<file path="config.mk">
export PLATFORM = sky130hd
export DESIGN_NAME = btn_event_scheduler
export DESIGN_NICKNAME = d
export VERILOG_FILES = /design/src/rtl/btn_event_scheduler.sv
export SDC_FILE = /design/constraint.sdc
export NUM_CORES = 1
export LEC_CHECK = 0
export CORE_MARGIN = 1.5
export CORE_UTILIZATION = 55
export CTS_CLUSTER_DIAMETER = 50
export DETAILED_ROUTE_END_ITERATION = 6
export GPL_ROUTABILITY_DRIVEN = 0
export PLACE_DENSITY = 0.84
export SLEW_MARGIN = 20
export SYNTH_ARGS = -nofsm -noshare
export SYNTH_HDL_FRONTEND = slang
export SYNTH_SLANG_ARGS = --single-unit
</file>
<file path="constraint.sdc">
create_clock -name clk -period 3.5 [get_ports clk]
set_clock_uncertainty 0.2 [all_clocks]
set_input_delay 0.7 -clock clk [delete_from_list [all_inputs] [get_ports clk]]
set_output_delay 0.7 -clock clk [all_outputs]
set_load 0.05 [all_outputs]
</file>
<file path="src/rtl/btn_event_scheduler.sv">
// +----------------------------------------------------------------------------+
// | btn_event_scheduler: shared-sampler debounce for NUM_BTN buttons with a     |
// | round-robin valid/ready press-event port. Option: RELEASE_EVT_EN (release). |
// | Revision: 1.0                                                               |
// +----------------------------------------------------------------------------+
`default_nettype none
`timescale 1ns/1ps

module btn_event_scheduler #(
  parameter int NUM_BTN    = 4,
  parameter int ID_W       = 2,
  parameter int SAMPLE_DIV = 100000,
  parameter int CNT_W      = 17,
  parameter int HIST_W     = 8
) (
  input  logic               clk,
  input  logic               rst,
  input  logic [NUM_BTN-1:0] btn_raw,
  output logic [NUM_BTN-1:0] btn_level,
  output logic               evt_valid,
  output logic [ID_W-1:0]    evt_id,
  input  logic               evt_ready,
  output logic               evt_overflow
`ifdef RELEASE_EVT_EN
  ,
  output logic               evt_release
`endif
);

`ifdef RELEASE_EVT_EN
  localparam int REQ_N = 2 * NUM_BTN;
  localparam int PTR_W = ID_W + 1;
`else
  localparam int REQ_N = NUM_BTN;
  localparam int PTR_W = ID_W;
`endif

  typedef enum logic [0:0] {
    IDLE = 1'b0,
    SCAN = 1'b1
  } state_t;

  state_t             state, state_next;
  logic [ID_W-1:0]    idx, idx_next;
  logic [CNT_W-1:0]   div;
  logic               tick;
  logic [NUM_BTN-1:0] sync_a, sync_b;
  logic [HIST_W-1:0]  hist [NUM_BTN];
  logic [NUM_BTN-1:0] level;
  logic [NUM_BTN-1:0] pending, pending_next, press_set;
  logic [HIST_W-1:0]  new_hist;
  logic               hist_ones, hist_zeros, scan_en, rise, fall;
  logic [REQ_N-1:0]   req, clr_req;
  logic [PTR_W-1:0]   rr_ptr, grant, ptr_next;
  logic [PTR_W:0]     cand;
  logic               found, load, ovf_set;
  logic [ID_W-1:0]    grant_id;
`ifdef RELEASE_EVT_EN
  logic [NUM_BTN-1:0] rel_pending, rel_pending_next, rel_set, clr_rel;
  logic               grant_rel;
`endif

  assign tick      = (div == CNT_W'(SAMPLE_DIV - 1));
  assign btn_level = level;

  // Sample tick divider, synchronizers and scan state register
  always_ff @(posedge clk or posedge rst) begin
    if (rst) begin
      sync_a <= '0;
      sync_b <= '0;
      div    <= '0;
      state  <= IDLE;
      idx    <= '0;
    end else begin
      sync_a <= btn_raw;
      sync_b <= sync_a;
      div    <= tick ? '0 : div + CNT_W'(1);
      state  <= state_next;
      idx    <= idx_next;
    end
  end

  // A tick arriving during SCAN is dropped by construction.
  always_comb begin
    state_next = state;
    idx_next   = idx;
    case (state)
      IDLE: begin
        if (tick) begin
          state_next = SCAN;
          idx_next   = '0;
        end
      end
      SCAN: begin
        if (idx == ID_W'(NUM_BTN - 1)) begin
          state_next = IDLE;
          idx_next   = '0;
        end else begin
          idx_next = idx + ID_W'(1);
        end
      end
      default: begin
        state_next = IDLE;
        idx_next   = '0;
      end
    endcase
  end

  always_comb begin
    scan_en    = (state == SCAN);
    new_hist   = {hist[idx][HIST_W-2:0], sync_b[idx]};
    hist_ones  = &new_hist;
    hist_zeros = ~|new_hist;
    rise       = scan_en && hist_ones && !level[idx];
    fall       = scan_en && hist_zeros && level[idx];
  end

  always_ff @(posedge clk or posedge rst) begin
    if (rst) begin
      for (int i = 0; i < NUM_BTN; i++) begin
        hist[i] <= '0;
      end
      level <= '0;
    end else if (scan_en) begin
      hist[idx] <= new_hist;
      if (hist_ones) begin
        level[idx] <= 1'b1;
      end else if (hist_zeros) begin
        level[idx] <= 1'b0;
      end
    end
  end

  // Round-robin search starting at rr_ptr, wrapping over all requests
  always_comb begin
`ifdef RELEASE_EVT_EN
    req = {rel_pending, pending};
`else
    req = pending;
`endif
    found = 1'b0;
    grant = '0;
    cand  = '0;
    for (int k = 0; k < REQ_N; k++) begin
      cand = {1'b0, rr_ptr} + (PTR_W + 1)'(k);
      if (cand >= (PTR_W + 1)'(REQ_N)) begin
        cand = cand - (PTR_W + 1)'(REQ_N);
      end
      if (!found && req[cand[PTR_W-1:0]]) begin
        found = 1'b1;
        grant = cand[PTR_W-1:0];
      end
    end
    load     = !evt_valid && found;
    ptr_next = (grant == PTR_W'(REQ_N - 1)) ? '0 : grant + PTR_W'(1);
    for (int i = 0; i < REQ_N; i++) begin
      clr_req[i] = load && (grant == PTR_W'(i));
    end
`ifdef RELEASE_EVT_EN
    grant_rel = (grant >= PTR_W'(NUM_BTN));
    grant_id  = grant_rel ? ID_W'(grant - PTR_W'(NUM_BTN)) : ID_W'(grant);
`else
    grant_id  = ID_W'(grant);
`endif
  end

  // Set beats a same-cycle grant clear, and that case is not an overflow.
  always_comb begin
    for (int i = 0; i < NUM_BTN; i++) begin
      press_set[i] = rise && (idx == ID_W'(i));
    end
    pending_next = (pending & ~clr_req[NUM_BTN-1:0]) | press_set;
    ovf_set      = rise && pending[idx] && !clr_req[idx];
`ifdef RELEASE_EVT_EN
    clr_rel = clr_req[REQ_N-1:NUM_BTN];
    for (int i = 0; i < NUM_BTN; i++) begin
      rel_set[i] = fall && (idx == ID_W'(i));
    end
    rel_pending_next = (rel_pending & ~clr_rel) | rel_set;
    ovf_set          = ovf_set || (fall && rel_pending[idx] && !clr_rel[idx]);
`endif
  end

  always_ff @(posedge clk or posedge rst) begin
    if (rst) begin
      pending      <= '0;
      evt_overflow <= 1'b0;
`ifdef RELEASE_EVT_EN
      rel_pending  <= '0;
`endif
    end else begin
      pending <= pending_next;
`ifdef RELEASE_EVT_EN
      rel_pending <= rel_pending_next;
`endif
      if (ovf_set) begin
        evt_overflow <= 1'b1;
      end
    end
  end

  always_ff @(posedge clk or posedge rst) begin
    if (rst) begin
      evt_valid   <= 1'b0;
      evt_id      <= '0;
      rr_ptr      <= '0;
`ifdef RELEASE_EVT_EN
      evt_release <= 1'b0;
`endif
    end else if (evt_valid && evt_ready) begin
      evt_valid <= 1'b0;
    end else if (load) begin
      evt_valid <= 1'b1;
      evt_id    <= grant_id;
      rr_ptr    <= ptr_next;
`ifdef RELEASE_EVT_EN
      evt_release <= grant_rel;
`endif
    end
  end

  // fall is consumed only by the release-event path
  logic unused_fall;
  assign unused_fall = fall;

endmodule

`default_nettype wire

</file>
# Word-level counts from Yosys, hierarchy flattened

Index checks and enable logic that the tools add are counted.

Word-level logic and storage cells: 135
Output and inout bits: 8
Memories: 0
Register bits: 74
RAM bits: 0
Bits in latches: 0
Input port bits: 7
ROM bits: 0

Divide/modulo/power cells: 0
Muxes and demuxes: 48
Shifts and indexed selects: 0
Magnitude comparators: 12
Multiply operators: 0
Add/sub/neg operators: 10
Reductions and logical operators: 32
Bitwise logic cells: 9
Equality and inequality tests: 9

Operator list:

| cell                                                       | count |
|---|---|
| bitwise mux 32 bit                                         | 1 |
| two-way mux 2 bit                                          | 11 |
| logical AND 1 bit                                          | 19 |
| adder 17 x 1 -> 17 bit, second input constant              | 1 |
| == test 17 bit, second input constant                      | 1 |
| two-way mux 1 bit                                          | 17 |
| two-way mux 17 bit                                         | 1 |
| binary-select mux 1 bit (select 2 bit)                     | 8 |
| binary-select mux 8 bit (select 2 bit)                     | 1 |
| demux 8 bit (select 2 bit)                                 | 1 |
| less-than comparator 2 x 3 -> 1 bit, second input constant | 5 |
| two-way mux 7 bit                                          | 2 |
| >= comparator 3 bit, second input constant                 | 4 |
| bitwise AND 4 bit                                          | 2 |
| == test 2 bit, second input constant                       | 4 |
| two-way mux 4 bit                                          | 2 |
| two-way mux 8 bit                                          | 1 |
| inverter 4 bit                                             | 2 |
| bitwise OR 4 bit                                           | 2 |
| AND reduction 8 bit                                        | 1 |
| OR reduction 8 bit                                         | 1 |
| subtractor 2 x 1 -> 2 bit, second input constant           | 4 |
| adder 2 x 2 -> 3 bit, second input constant                | 2 |
| zero test 1 bit                                            | 6 |
| 15 further kinds                                           | 21 |

# Depth between registers and ports, before layout

Depth in word-level cells: 20
Depth in mapped cells: 10
Gate-level depth less buffers: 10

# Worst setup path after synthesis

No wires, ideal clock.

Path type: register -> register
Start point: reg idx[1]
End point: reg with a tool-made name
Library setup time: 0.121 ns
Setup slack: 0.984 ns
Clock period less this slack: 2.516 ns
Path buffers: 1
Required time: 3.179 ns
Data arrival time: 2.195 ns
Stages on the path, launching flop included: 7
Path through: dfrtp_1 > buf_6 > mux4_1 > or2_2 > a2111oi_4 > nand2_1 > a22o_1

RTL lines:

| item                     | line | text |
|---|---|---|
| start: declaration       | 44   | `logic [ID_W-1:0] idx, idx_next;` |
| start signal: assignment | 79   | `idx <= idx_next;` |

==> key figures <==
Setup path
  – Crit-path cells: mux4_1 -> or4_4 -> a2111oi_4 -> nand2_1 -> a22o_1
  – Worst path required time: 3.53 ns
  – CP top delay family: multiplexers
  – CP arrival: 2.96 ns
  – CP bufs+invs: 0
  – CP max FO: 12
  – Max incr delay on CP: just over 0.7 ns
  – Worst setup SP type: flip-flop
  – CP endpoint kind: flip-flop
  – Slowest-stage cell, CP: mux4_1
  – CP Class: reg -> reg

Detailed routing
  – Vias: 2015
  – Via density: 5.68
  – Post-route DRC violation count: 0
  – DRT Pass-1 Iters: 4
  – Post-route ant nets: 0
  – Drt wl/cell: 15.5 um
  – Number of DRC markers in iteration 0: roughly 160
  – Detailed Route WL: between 5000 and 6000 um

Floorplan
  – Row count: 27
  – Core Footprint: ~5600 um2
  – Initial Util: 0.580
  – I/O pin cnt: 15
  – Height of the chip: 79.9 um
  – Chip width: 79.9 um
  – Die Area: ~6400 um2

CTS
  – Root Buffer: clkbuf_8
  – Post-CTS Hold Buffers: 0
  – # Post-CTS Setup Buffers: 0
  – Clock slew at reported path FFs: 0.07 ns
  – Sink Count: 70
  – H-Tree Depth: 3
  – Clock Latency Late Sink: around 0.35 ns
  – CTS tree: built
  – Clock Tree Buf Depth: 2
  – CTS Buf Count: 9
  – Cts repair resizes: 0

Yosys
  – Register bit total from synthesis: 70
  – Gate Count Post-Synth: ~250
  – Mapped Nets: 270
  – Primary FF master, synth: dfrtp_1
  – Post-synth EDFFs: 0
  – Mapped Area: 3250 um2
  – Mean post-synth cell area: approximately 13 um2
  – Seq/Total Area, Yosys: 0.539
  – Count of cell types in the netlist: 40
  – Post-synth top area share: 0.539
  – Top post-synthesis cells by area: dfrtp_1, mux2_2, mux4_1
  – Synthesis Warnings: 0
  – Asr flop ratio synth: 1.00
  – Synth area leader: dfrtp_1

Cells and area
  – Filler instances: between 400 and 500
  – Diodes inserted: 0
  – Most frequent cells in the layout: dfrtp_1, mux2_2, nand2_1, nor2_1, clkdlybuf4s50_1
  – Share of the core filled with cells: 0.656
  – Share of layout cells above drive strength 1: 0.216
  – Layout Nets: 294
  – Commonest non-fill, non-tap cell in the layout: dfrtp_1
  – Area grow syn2layout: 13.2%
  – Final instance area: 3680 um2

GRT
  – Largest net degree at the start of global routing: 71
  – GRT overflow: 0
  – Vias in the first global route: 2080
  – GRT Total Usage: 0.207
  – First-pass GRT wire length: around 10000 um
  – Initial antenna violation count: 0

Power
  – Worst vdd ir: 374 uV
  – Lkg Pwr: 0.00171 uW
  – Power per cell area: 403 nW/um2

Timing
  – Crit share post-route: 0.836
  – Final Hold Violating Endpoints: 0
  – Max frequency: ~0.34 GHz
  – Setup Total Neg Slack: 0 ns
  – Final number of max-transition violations: 0
  – Min cycle time layout: 2.93 ns
  – Max_slew headroom: 0.424
  – RSZ-0062 raised after global routing: no
  – Endpoints failing setup: 0
  – Worst-Margin Slew: 0.864 ns

Run status
  – Status: completed

Placement
  – DP HPWL: 3730 um
  – Number of port buffers: 14
  – Total placed instance area: 3480 um2

Min path
  – Hold WC Path Type: reg -> reg

Run
  – Max Cap Viol: 0
[path summary, 6_finish.rpt]
check                          start   endpoint  slack (ns)  cells past startpoint
setup / recovery              idx[1]  flip-flop        0.57                      5
hold / removal             sync_a[3]  sync_b[3]        0.15                      0
setup reg to reg              idx[1]  flip-flop        0.57                      5
hold reg to reg            sync_a[3]  sync_b[3]        0.15                      0
max in group asynchronous        rst     div[5]        1.80                      3
min in group asynchronous        rst  sync_a[1]        0.71                      3
[cell usage after synthesis, types with 2 or more instances]
master / n
xnor2_1: 9
mux2_2: 29
inv_1: 12
a21oi_1: 4
mux4_1: 6
mux2i_1: 3
and3_1: 4
nor2_1: 19
and4_1: 2
nand3_1: 9
or2_2: 2
nor2b_1: 6
clkbuf_1: 2
a22o_1: 5
xor2_1: 5
o22ai_1: 4
mux4_2: 4
or3_1: 2
ha_1: 9
buf_6: 2
nand2b_1: 2
nand2_1: 19
o21ai_0: 4
nand4_1: 4
o31ai_1: 2
dfrtp_1: 70
nor4_1: 2
[area by class of cell]
| type | count | area [um2] | share of cell area |
|---|---|---|---|
| timing repair buffer | 19 | 178 | 0.0483 |
| sequential | 70 | 1750 | 0.476 |
| multi-input combinational | 166 | 1420 | 0.385 |
| inverter | 12 | 45.0 | 0.0122 |
| tap | 72 | 90.1 | 0.0245 |
| clock inverter | 6 | 61.3 | 0.0167 |
| clock buffer | 10 | 138 | 0.0374 |
[per-layer routing]
layer,global-route usage,routed length (um)
met4,0.0741,41
met3,0.0583,225
met1,0.294,2660
met2,0.306,2560
met5,0,0
[power breakdown]
part,internal [uW],switching [uW]
Clock,346,298
Sequential,813,1.32
Combinational,8.30,16.9
[metrics by stage]
stage	hold WS, ns	power [uW]	std cells	setup slack (ns)
6_report	0.150	1480	355	0.574
5_1_grt	0.156	1550	355	0.474
4_1_cts	0.151	1500	355	0.562
3_5_place_dp	0.135	856	339	0.580
3_3_place_gp	0.137	856	339	0.660
2_1_floorplan	0.131	844	254	0.832
[worst register-to-register path: stages, from the launching register on]
cell	delay (ns)
dfrtp_1	0.68
mux4_1	0.72
or4_4	0.53
a2111oi_4	0.39
nand2_1	0.11
a22o_1	0.18
[registers in the layout (all words and copies together) (netlist names), named ones only]
signal,flops
div,17
evt_id,2
evt_overflow,1
evt_valid,1
hist,28
idx,2
pending,4
rr_ptr,2
scan_en,1
sync_a,4
sync_b,4
[kinds of logic (layout without fill, tap and decap cells)]
kind of cell	Yosys count	in the layout	share of synthesized area
xor gates and xnor gates	14	14	0.0377
muxes	42	42	0.186
DFF	70	70	0.539
and+or+nand+nor	75	75	0.116
AOI/OAI and AO/OA	26	26	0.0616
buffers and inverters	18	47	0.0258
adders and majority gates	9	9	0.0346
Power figures use the tool's default switching activity.
